### src/rtl/mem_stage_sram_controller.sv
// Memory-stage responder that turns each 32-bit load or store from the EXE/MEM
// register into two 16-bit accesses to external SRAM, holding ready low until
// the word has been read or written.
module mem_stage_sram_controller #(
    parameter logic [31:0] BASE_ADDR     = 32'd1024,
    parameter int          ACCESS_CYCLES = 2,
    parameter int          SRAM_AW       = 18
) (
    input  logic               clk,
    input  logic               rst,
    input  logic               memReadEn,
    input  logic               memWriteEn,
    input  logic [31:0]        address,
    input  logic [31:0]        writeData,
    output logic [31:0]        readData,
    output logic               ready,
    output logic [SRAM_AW-1:0] sram_addr,
    output logic               sram_we_n,
    output logic [15:0]        sram_dq_out,
    output logic               sram_dq_oe,
    input  logic [15:0]        sram_dq_in
);

    // Phase counter only needs to reach ACCESS_CYCLES-1; keep at least one bit.
    localparam int CW = (ACCESS_CYCLES > 1) ? $clog2(ACCESS_CYCLES) : 1;
    localparam logic [CW-1:0] LAST_CNT = CW'(ACCESS_CYCLES - 1);

    typedef enum logic [1:0] {IDLE, LO, HI, DONE} state_t;

    state_t             state;
    logic [CW-1:0]      phaseCnt;
    logic               isRead;
    logic [SRAM_AW-2:0] wordReg;
    logic [15:0]        wdHi;
    logic [15:0]        loStage;

    logic [31:0]        offset;
    logic [SRAM_AW-2:0] reqWord;
    logic               request;
    logic               lastCycle;
    logic               unusedOffsetBits;

    // Word index relative to the SRAM window; wrap-around subtraction is intended.
    assign offset    = address - BASE_ADDR;
    assign reqWord   = offset[SRAM_AW:2];
    assign request   = memReadEn | memWriteEn;
    assign lastCycle = (phaseCnt == LAST_CNT);

    // Byte offset and bits beyond the SRAM window do not select anything.
    assign unusedOffsetBits = ^{offset[31:SRAM_AW+1], offset[1:0]};

    // Stall the pipeline unless idle with nothing pending or finishing this cycle.
    assign ready = ((state == IDLE) && !request) || (state == DONE);

    // Access sequencer: IDLE -> LO half -> HI half -> DONE, all SRAM pins registered.
    always_ff @(posedge clk) begin
        if (rst) begin
            state       <= IDLE;
            readData    <= '0;
            sram_addr   <= '0;
            sram_we_n   <= 1'b1;
            sram_dq_out <= '0;
            sram_dq_oe  <= 1'b0;
            phaseCnt    <= '0;
            isRead      <= 1'b0;
            wordReg     <= '0;
            wdHi        <= '0;
            loStage     <= '0;
        end else begin
            case (state)
                IDLE: begin
                    if (request) begin
                        // Read wins when both enables are asserted.
                        isRead      <= memReadEn;
                        wordReg     <= reqWord;
                        wdHi        <= writeData[31:16];
                        sram_addr   <= {reqWord, 1'b0};
                        sram_dq_out <= writeData[15:0];
                        sram_we_n   <= memReadEn;
                        sram_dq_oe  <= ~memReadEn;
                        phaseCnt    <= '0;
                        state       <= LO;
                    end
                end
                LO: begin
                    if (lastCycle) begin
                        loStage     <= sram_dq_in;
                        sram_addr   <= {wordReg, 1'b1};
                        sram_dq_out <= wdHi;
                        phaseCnt    <= '0;
                        state       <= HI;
                    end else begin
                        phaseCnt <= phaseCnt + 1'b1;
                    end
                end
                HI: begin
                    if (lastCycle) begin
                        if (isRead) begin
                            readData <= {sram_dq_in, loStage};
                        end
                        sram_we_n  <= 1'b1;
                        sram_dq_oe <= 1'b0;
                        phaseCnt   <= '0;
                        state      <= DONE;
                    end else begin
                        phaseCnt <= phaseCnt + 1'b1;
                    end
                end
                DONE: begin
                    state <= IDLE;
                end
                default: begin
                    state <= IDLE;
                end
            endcase
        end
    end

endmodule
### config.mk
export PLATFORM = sky130hd
export DESIGN_NAME = mem_stage_sram_controller
export DESIGN_NICKNAME = d
export VERILOG_FILES = /design/src/rtl/mem_stage_sram_controller.sv
export SDC_FILE = /design/constraint.sdc
export NUM_CORES = 1
export LEC_CHECK = 0
export CORE_ASPECT_RATIO = 1.5
export CORE_MARGIN = 4
export CORE_UTILIZATION = 30
export CTS_BUF_LIST = sky130_fd_sc_hd__clkbuf_8
export DETAILED_ROUTE_END_ITERATION = 8
export HOLD_SLACK_MARGIN = 0.08
export PLACE_DENSITY = 0.64
export SYNTH_ARGS = -nofsm -noshare
export SYNTH_HDL_FRONTEND = slang
export SYNTH_SLANG_ARGS = --single-unit
### constraint.sdc
create_clock -name clk -period 6.1 [get_ports clk]
set_clock_uncertainty 0.15 [all_clocks]
set_input_delay 0.61 -clock clk [delete_from_list [all_inputs] [get_ports clk]]
set_output_delay 0.61 -clock clk [all_outputs]
set_load 0.005 [all_outputs]
==> summary.txt <==
Outcome
  – Status: finished, final reports clean

STA
  – Worst Tran Pin Value: 0.7849 ns
  – Final min period: 3.537 ns
  – Final Hold Fails: 0
  – Worst rel slew slack: 47.67%
  – Fin crit share: 57.99%
  – Min Hold Slack: 0.3011 ns
  – Setup Viol. Count Final: 0
  – Fmax: ~280 MHz
  – Setup TNS: 0 ns
  – Fin. max-slew vios: 0
  – RSZ-0062 raised after global routing: no

Power
  – Leakage Power: 2.377 nW
  – Pwr Density: between 300 and 400 mW/mm^2
  – Max IR drop VDD: around 160 uV

Worst setup path
  – CP Max Fanout: 42
  – Worst Reg-to-Reg Cells: 8
  – CP startpoint kind: register
  – WP data required: 6.29 ns
  – Critical path class: register to register
  – Worst Setup End Kind: register
  – WP data arrival: 3.73 ns

Detailed routing
  – Drt pass-1 iters: 4
  – Via density: around 4.6
  – Drc violations: 0
  – Routed WL: 12,790 um
  – DR WL/cell: 14.02 um
  – Drt first-iter violations: 132
  – Via count: 4,219
  – DRT antenna net count: 0

Die
  – Die W: 112 um
  – CORE AREA: around 0.016 mm^2
  – Io pins: 153
  – Die area: about 0.018 mm^2
  – Die Ht: 164 um
  – Initial Util: 30.87%
  – Std-Cell Rows: 56

Yosys
  – Top FF cell, synth: dfxtp_1
  – Async S/R FF share, synth: 0%
  – EDFF count, synth: 0
  – Netlist Area Pre-Place: 0.004867 mm^2
  – Synth cell types: 40
  – Seq cells post-synth: 121
  – Yosys warnings: 0
  – Synth Area per Inst: 8.465 um^2
  – Post-Syn Nets: 664
  – Gate count after technology mapping: 575
  – Seq/Total Area, Yosys: between 40% and 50%

Global route
  – Vias in the first global route: 4,234
  – Antenna violations before repair: 0
  – Total track usage: 14.23%
  – Global-route wire length before repair: 20,960 um
  – GRT overflow: 0
  – Largest net degree at the start of global routing: 70

Placement
  – # port buffers: between 100 and 150
  – Dpl cell area: 0.006356 mm^2
  – Placed insts: 880
  – DP HPWL: 8458 um
  – GP Congestion: 0.7629

Finish
  – Commonest non-fill, non-tap cell in the layout: nand2_1
  – N_diodes: 0
  – Final instance area: 0.006800 mm^2
  – Layout Cells excl Fill: 912
  – Synth-to-layout area growth: 39.72%
  – Most frequent cells in the layout: nand2_1, clkdlybuf4s50_1, dfxtp_1, a21oi_1, nor2_1
  – Share of cells above drive strength 1: 9.873%
  – Number of nets in the layout: 785
  – Post-layout util: a little over two fifths

Hold path
  – Hold WC Path Type: register to register
  – Worst Hold Depth: 2

CTS
  – CTS Buf Count: 17
  – Hold buffer count at CTS: 0
  – Setup Buffers After CTS: 0
  – CTS tree: yes
  – H-tree depth: 4
  – CTS Buffer Depth: 2
  – Post-cts resize count: 0
  – Clock root buffer master: clkbuf_8
  – Clk Latency, worst-skew pair: 0.42 ns
  – CTS clk-pin slew, worst paths: 0.07 ns
  – Sink Count: 121

Flow run
  – Max-Cap Viols: 0
## synth_stat cells (2+ instances only)
cell type / instances / share of area (%)
a2111oi_0: 2 / 0.36
a211oi_1: 6 / 0.93
a211oi_2: 24 / 6.2
a21oi_1: 85 / 8.7
a31o_2: 2 / 0.36
and3_1: 2 / 0.26
buf_1: 6 / 0.46
buf_2: 5 / 0.51
buf_6: 4 / 0.93
clkbuf_1: 27 / 2.1
dfxtp_1: 121 / 50
ha_1: 5 / 1.3
inv_1: 8 / 0.62
mux2i_1: 24 / 4.9
nand2_1: 166 / 13
nand2b_1: 4 / 0.51
nand3_1: 3 / 0.31
nand4_1: 3 / 0.39
nor2_1: 38 / 2.9
nor2b_1: 3 / 0.39
nor3_1: 2 / 0.21
o21ai_0: 12 / 1.2
o221ai_1: 2 / 0.36
xnor2_1: 2 / 0.36
xor2_1: 4 / 0.72
## where the power goes
group / total (mW) / leakage (nW) / switching [mW] / internal (mW)
combinational: 0.871 / 1.17 / 0.464 / 0.406
sequential: 1.04 / 0.990 / 0.0838 / 0.954
clock: 0.795 / 0.216 / 0.336 / 0.459
## critical path, cell delays in order, from the launching register on
cell and delay [ns]:
dfxtp_1 0.35, inv_1 0.09, ha_2 0.16, buf_4 0.50, and2_1 0.74, a22o_2 0.71, buf_4 0.46, nor2_1 0.10
a211oi_2 0.19
## flip-flops by register name, summed over array words and instances, names as in the netlist, 2 cells and up
name	cells
readData	32
sram_addr	18
loStage	16
sram_dq_out	16
wordReg	17
state	2
wdHi	16
## layout make-up
type	instances	area [um^2]
fillers	1605	8965
flip-flops and latches	121	2422
multi-input cells	404	2228
repair buffers	144	1421
well taps	203	254.0
clock buffers	18	247.7
clock inverters	14	196.4
inverters	8	30.03
## per-layer routing
metal | track usage (%) | part of all wire (%) | up-vias
met5 | 0 | 0 | -
met4 | 4.319 | 0.88 | 0
met2 | 25.66 | 51 | 108
li1 | - | - | 2176
met1 | 15.74 | 42 | 1926
met3 | 4.939 | 5.9 | 9
## worst paths after layout
path	from	end	slack (ns)
max	state[1]	sram_dq_out[9]	2.56
min reg2reg	loStage[10]	readData[10]	0.30
min	loStage[10]	readData[10]	0.30
max reg2reg	state[1]	sram_dq_out[9]	2.56
## kinds of logic after synthesis
family	after synthesis	synth area share, %
AOI/OAI and AO/OA	143	19.79
xor gates and xnor gates	6	1.080
adders and majority gates	5	1.285
buffers and inverters	50	4.601
DFF	121	49.77
muxes	24	4.936
and+or+nand+nor	226	18.54
## through the flow
stage                     setup WS, ns  power [mW]
after floorplan                  4.017       1.616
after global placement           2.491       1.930
after detailed placement         2.460       1.946
after CTS                        2.445       2.758
after global routing             2.153       2.894
final                            2.563       2.703
Note: power is estimated with default switching activity, not from simulation.
